## config.mk

```make
export PLATFORM = sky130hd
export DESIGN_NAME = br_unit
export DESIGN_NICKNAME = d
export VERILOG_FILES = /design/src/rtl/br_unit.sv
export SDC_FILE = /design/constraint.sdc
export NUM_CORES = 1
export LEC_CHECK = 0
export BUFFER_PORTS_ARGS = -buffer_cell sky130_fd_sc_hd__buf_2
export CAP_MARGIN = 5
export CELL_PAD_IN_SITES_DETAIL_PLACEMENT = 1
export CELL_PAD_IN_SITES_GLOBAL_PLACEMENT = 1
export CORE_MARGIN = 2
export CORE_UTILIZATION = 50
export DETAILED_ROUTE_END_ITERATION = 8
export PLACE_DENSITY = 0.84
export SETUP_SLACK_MARGIN = 0.02
export SLEW_MARGIN = 25
export SYNTH_ARGS = -nofsm -noshare
export SYNTH_HDL_FRONTEND = slang
export SYNTH_SLANG_ARGS = --single-unit
```

## constraint.sdc

```tcl
create_clock -name clk -period 8.6 [get_ports clk]
set_clock_uncertainty 0.05 [all_clocks]
set_input_delay 1.29 -clock clk [delete_from_list [all_inputs] [get_ports clk]]
set_output_delay 1.29 -clock clk [all_outputs]
set_load 0.02 [all_outputs]
```

## src/rtl/br_unit.sv

```systemverilog
// br_unit: branch target unit with a circular return-address stack.
//   clk, rst_f             clock and asynchronous active-low reset
//   br_req, br_mode        request valid; 00 REL, 01 ABS, 10 CALL, 11 RET
//   cond_taken             branch condition from the status logic
//   pc_inc, imm            PC+1 of the branch and its immediate
//   ras_flush, err_clr     empty the stack; clear the sticky error flags
//   br_valid, br_take      one-cycle result pulse; PC should load br_addr
//   br_addr                registered target address
//   ras_empty, ras_full    stack occupancy decoded from the registered count
//   ras_ovf, ras_udf       sticky push-while-full / pop-while-empty flags
module br_unit #(
    parameter int AW        = 16,
    parameter int IW        = 16,
    parameter bit SEXT      = 1'b1,
    parameter int RAS_DEPTH = 4
) (
    input  logic          clk,
    input  logic          rst_f,
    input  logic          br_req,
    input  logic [1:0]    br_mode,
    input  logic          cond_taken,
    input  logic [AW-1:0] pc_inc,
    input  logic [IW-1:0] imm,
    input  logic          ras_flush,
    input  logic          err_clr,
    output logic          br_valid,
    output logic          br_take,
    output logic [AW-1:0] br_addr,
    output logic          ras_empty,
    output logic          ras_full,
    output logic          ras_ovf,
    output logic          ras_udf
);
    localparam int PW = $clog2(RAS_DEPTH);
    localparam int CW = $clog2(RAS_DEPTH + 1);
    localparam logic [PW-1:0] TOP_MAX = PW'(RAS_DEPTH - 1);
    localparam logic [CW-1:0] CNT_MAX = CW'(RAS_DEPTH);

    logic [AW-1:0] stack_q [RAS_DEPTH];
    logic [PW-1:0] top_q, top_d, top_inc, top_dec;
    logic [CW-1:0] cnt_q, cnt_d, cnt_eff;
    logic [AW-1:0] br_addr_q, br_addr_d, ext, target;
    logic          br_valid_q, br_valid_d, br_take_q, br_take_d;
    logic          ras_ovf_q, ras_ovf_d, ras_udf_q, ras_udf_d;
    logic          taken, eff_empty, push, pop, ovf_ev, udf_ev;

    always_comb begin
        ext       = SEXT ? AW'($signed(imm)) : AW'(imm);
        taken     = br_req & cond_taken;
        // flush takes effect before this cycle's stack operation
        cnt_eff   = ras_flush ? '0 : cnt_q;
        eff_empty = (cnt_eff == '0);
        top_inc   = (top_q == TOP_MAX) ? '0 : top_q + PW'(1);
        top_dec   = (top_q == '0) ? TOP_MAX : top_q - PW'(1);
        push      = taken & (br_mode == 2'b10);
        pop       = taken & (br_mode == 2'b11) & ~eff_empty;
        ovf_ev    = push & (cnt_eff == CNT_MAX);
        udf_ev    = taken & (br_mode == 2'b11) & eff_empty;
        // an empty stack has no return target, so RET falls through
        target    = (br_mode == 2'b00) ? pc_inc + ext :
                    (br_mode == 2'b11) ? (eff_empty ? pc_inc : stack_q[top_q]) : ext;
        br_valid_d = br_req;
        br_take_d  = taken & ~udf_ev;
        br_addr_d  = br_req ? target : br_addr_q;
        // a full push overwrites the oldest entry, so the count saturates
        cnt_d      = push ? (ovf_ev ? cnt_eff : cnt_eff + CW'(1)) :
                     pop  ? cnt_eff - CW'(1) : cnt_eff;
        top_d      = push ? top_inc : pop ? top_dec : top_q;
        ras_ovf_d  = ovf_ev | (ras_ovf_q & ~err_clr);
        ras_udf_d  = udf_ev | (ras_udf_q & ~err_clr);
    end

    always_ff @(posedge clk or negedge rst_f) begin
        if (!rst_f) begin
            br_valid_q <= 1'b0;
            br_take_q  <= 1'b0;
            br_addr_q  <= '0;
            cnt_q      <= '0;
            top_q      <= '0;
            ras_ovf_q  <= 1'b0;
            ras_udf_q  <= 1'b0;
        end else begin
            br_valid_q <= br_valid_d;
            br_take_q  <= br_take_d;
            br_addr_q  <= br_addr_d;
            cnt_q      <= cnt_d;
            top_q      <= top_d;
            ras_ovf_q  <= ras_ovf_d;
            ras_udf_q  <= ras_udf_d;
        end
    end

    // entry contents are don't-care until pushed, so they carry no reset
    always_ff @(posedge clk) begin
        if (push) stack_q[top_d] <= pc_inc;
    end

    assign br_valid  = br_valid_q;
    assign br_take   = br_take_q;
    assign br_addr   = br_addr_q;
    assign ras_empty = (cnt_q == '0);
    assign ras_full  = (cnt_q == CNT_MAX);
    assign ras_ovf   = ras_ovf_q;
    assign ras_udf   = ras_udf_q;
endmodule

```

* Yosys cells after proc, flatten, opt, wreduce, memory -nomap -nowiden
Memories as Yosys holds them, arrays and structs flattened. Index checks and enable logic that the tools add are counted.
Word-level totals: output and inout port bits 22, register bits after elaboration 25, RAM bits 64, memories kept 1
Memory list:
- stack_q | depth 4, bits a word 16, read ports 1, clocked after memory_dff 0, wr ports 1, line 39 | logic [AW-1:0] stack_q [RAS_DEPTH];
Operators by class: mux-type cells 13, bitwise operators 14, reductions and logical operators 4, add/subtract/negate cells 5, eq/ne operators 5
Operator list (count):
- 2-to-1 mux 16 bit | 3
- adder 16 bit | 1
- 2-to-1 mux 3 bit | 4
- AND 1 bit | 9
- 2-to-1 mux 2 bit | 4
- equality test 2 bit (second input constant) | 3
- equality test 3 bit (second input constant) | 2
- zero test 3 bit | 2
- zero test 2 bit | 2
- adder 3 x 1 -> 3 bit (second input constant) | 1
- NOT 1 bit | 3
- subtractor 3 x 1 -> 3 bit (second input constant) | 1
- adder 2 x 1 -> 2 bit (second input constant) | 1
- 2-to-1 mux 1 bit | 2
- bitwise OR 1 bit | 2
- subtractor 2 x 1 -> 2 bit (second input constant) | 1

* Longest topological paths before layout
depth after elaboration 6, depth in mapped cells 10, gate-level depth less buffers 8

* Least setup slack after synthesis
Ideal clock, no wire load.
path type input to register, start input br_req, end memory stack_q[1][0] (enable), data required time 8.120 ns, path buffers 1, data arrival time 3.528 ns, slack 4.591 ns, stages 4, cells stage by stage clkbuf_1 -> nand3_1 -> or2_2 -> nor4_1
On the way: longest elaborated chain between the ends 5, elaborated cells on any way between the ends 8
Ends and longest elaborated chain:
- start: declaration | line 19 | input logic br_req,
- AND 1 bit (*) | line 49 | taken = br_req & cond_taken;
- AND 1 bit (2 in a row) | line 56 | pop = taken & (br_mode == 2'b11) & ~eff_empty;
- 2-to-1 mux 2 bit (2 in a row) | line 68 | top_d = push ? top_inc : pop ? top_dec : top_q;
- end: declaration | line 39
Every way passes the cells marked *; elsewhere a longest branch is shown, timed or not.

* Final worst setup path
start input br_mode[0], end register top_q[0]
On the way: longest elaborated chain between the ends 5, elaborated cells on any way between the ends 7
Ends and longest elaborated chain:
- start: declaration | line 20 | input logic [1:0] br_mode,
- equality test 2 bit | line 56
- AND 1 bit (2 in a row) | line 56
- 2-to-1 mux 2 bit | line 68
- 2-to-1 mux 2 bit (*) | line 68
- via top_d[0] | line 40 | logic [PW-1:0] top_q, top_d, top_inc, top_dec;
- end signal: assignment | line 87 | top_q <= top_d;
- end: declaration | line 40
The timed path passes the listed nets; every way through them passes the cells marked *. A chain may end at the register's enable or synchronous reset.

==> flow_summary_export.csv <==
group,metric,value,unit
outcome,status,"complete, no violations",
synthesis,synthesis.area,0.004681,mm^2
power,p_leak,0.002023,uW
synthesis,ys_warn_count,0,
timing,timing.setup.tns,0,ns
die,row_count,35,
routing,ant_nets,0,
routing,dr.pass1.iters,4,
placed_design,gp_congestion,0.8859,
clocking,h-tree-depth,3,
global_routing,antenna_found_initial,0,
critical_path,path_class,"in2reg",
timing,setup_slack,5.392,ns
clocking,root_buffer,"clkbuf_8",
clocking,ctsHoldBuffers,0,
die,die-height,100.8,um
critical_path,critPathRequiredTime,8.78,ns
critical_path,path_max_fanout,32,
timing,fin_crit,3.208,ns
die,die_w,100.8,um
timing,rsz0062_at_grt,"no",
cells_and_area,final_common_cell,"edfxtp_1",
global_routing,grt_usage,27.08,%
critical_path,worstSetupStartpointType,"input port",
synthesis,syn_area_per_cell,12.13,um^2
synthesis,yosysSeqAreaShare,54.42,%
synthesis,ys.flop_type,"edfxtp_1",
clocking,cts-resized-gates,0,
placed_design,placed_area,0.005099,mm^2
min_path,whs_path_depth,2,
clocking,cts_buffers,9,
synthesis,syn_inst,386,
power,ir_worst_vdd,0.1459,mV
routing,first_iter_violations,173,
die,io-pin-count,62,
critical_path,arrival,3.39,ns
clocking,cts.path.max_buffers,2,
global_routing,grt_pass1_vias,3723,
synthesis,synth_cell_types,55,
cells_and_area,drive_gt1_share,22.52,%
routing,num_vias,3535,
routing,drc_errors,0,
timing,setup_viol,0,
critical_path,r2r_cells,8,
timing,hold_viol,0,
synthesis,ys_async_sr_fraction,28.09,%
timing,tightest_slew,0.9414,ns
placed_design,pre_cts_slack,5.076,ns
cells_and_area,final_area,0.005278,mm^2
cells_and_area,area_growth,12.75,%
min_path,hp-class,"reg2reg",
timing,max_freq,311.7,MHz
global_routing,overflow,0,
placed_design,dp_hpwl,9506,um
clocking,cts_setup_buffers,0,
flow_run,maxCapViolCount,0,
placed_design,place_inst,548,
cells_and_area,fillers,964,
synthesis,synthesis.nets,447,
synthesis,ys_ff_latch,89,
cells_and_area,final-seq-area,0.002547,mm^2
routing,routed_via_density,6.268,
routing,wl_per_cell,23.08,um
timing,slew_violations,0,
cells_and_area,finalNetCount,509,
clocking,cts_sinks,89,
die,die_area,0.01015,mm^2
power,power_density,221.7,mW/mm^2
timing,relSlewSlack,37.20,%
placed_design,portBuffers,61,
critical_path,endpoint_kind,"register",
global_routing,grt_max_degree,33,
clocking,clkSlewWorstSetupHoldPaths,0.10,ns
cells_and_area,multi_input_area,0.002036,mm^2
die,start_util,51.14,%
clocking,insertion_delay,0.37,ns
clocking,cts_tree,"built",
global_routing,grt_first_pass_wirelength,20380,um
cells_and_area,layoutNonFillerInstCount,564,
cells_and_area,diodes,0,
cells_and_area,final_cell_mix,"edfxtp_1 (64), buf_2 (61), nand2_1 (47)",
die,core_area,0.009153,mm^2
routing,finalWirelength,13020,um
timing,fin_crit_sh,37.30,%
synthesis,synth_edf_count,64,
[worst paths after layout]
kind                                  start     endpoint  slack (ns)
worst max-delay path             br_mode[0]     top_q[0]        5.39
worst min-delay path            br_addr[11]  br_addr[11]        0.46
worst max register to register     cnt_q[1]  br_addr[13]        6.10
worst min register to register  br_addr[11]  br_addr[11]        0.46
max in group asynchronous             rst_f  br_addr[11]        7.16
min in group asynchronous             rst_f   br_addr[2]        0.90
[sequential cells by signal (all words and copies together) (netlist names)]
signal,cells
br_addr,16
br_take,1
br_valid,1
cnt_q,3
ras_ovf,1
ras_udf,1
stack_q,64
top_q,2
[logic make-up (layout without fill, tap and decap cells)]
logic type / Yosys count / count (layout) / share of synthesized area [%]
xor+xnor: 16 / 16 / 2.994
fa+ha+maj: 21 / 21 / 5.774
simple gates: 111 / 111 / 10.69
compound gates: 105 / 105 / 14.81
mux: 20 / 20 / 8.875
flops: 89 / 89 / 54.42
buf+inv: 24 / 91 / 2.432
[stage by stage]
step	power (uW)	hold WS (ns)	util, %
2_1_floorplan	786.9	0.5513	-
3_3_place_gp	888.8	0.4225	55.71
3_5_place_dp	901.3	0.4481	55.71
4_1_cts	1173	0.4710	57.66
5_1_grt	1220	0.5018	57.66
6_report	1170	0.4649	57.66
[routing by layer]
metal | vias to the layer above | track usage [%] | part of all wire (%)
met5 | - | 0 | 0
met1 | 1809 | 34.12 | 42
met4 | 0 | 8.219 | 2.1
met2 | 101 | 47.38 | 52
met3 | 20 | 5.132 | 4.2
li1 | 1605 | - | -
[critical path, cell delays in order]
cell      delay, ns
buf_2          0.44
and2_0         0.82
nand3_1        0.24
nand2b_1       0.27
o21ai_0        0.21
a221oi_1       0.10
[power by group]
part	switching [uW]	internal, uW	leakage, uW
clock	170	109	0.0000814
sequential	32.6	493	0.000884
combinational	212	153	0.00106
total	414	756	0.00202
[cells in the mapped netlist, types with 3 or more instances]
cell type / count / area, um^2
a21oi_1: 26 / 130.1
mux2i_1: 4 / 40.04
a31oi_1: 10 / 62.56
edfxtp_1: 64 / 1922
nor2_1: 28 / 105.1
nand2_1: 47 / 176.4
clkbuf_1: 4 / 15.01
a311oi_1: 4 / 35.03
inv_1: 8 / 30.03
xor2_1: 9 / 78.83
buf_2: 7 / 35.03
nand3_1: 5 / 25.02
o21ai_0: 23 / 115.1
mux4_1: 4 / 105.1
and2_1: 3 / 18.77
a211oi_1: 8 / 60.06
nand2b_1: 4 / 25.02
o211ai_1: 7 / 52.55
dfrtp_1: 25 / 625.6
mux4_2: 12 / 270.3
nor2b_1: 3 / 18.77
xnor2_1: 7 / 61.31
ha_1: 20 / 250.2
a22oi_1: 3 / 22.52
o221ai_1: 3 / 26.28
and3_1: 4 / 25.02
nor3_1: 6 / 30.03
[cell type report]
cell class | count | area share (%)
repair buffers | 66 | 6.496
inverters | 9 | 0.6401
clock buffers | 10 | 2.418
well taps | 111 | 2.632
multi-input cells | 273 | 38.57
flip-flops and latches | 89 | 48.27
clock inverters | 6 | 0.9720
No activity file was read; power rests on OpenSTA's default activity.
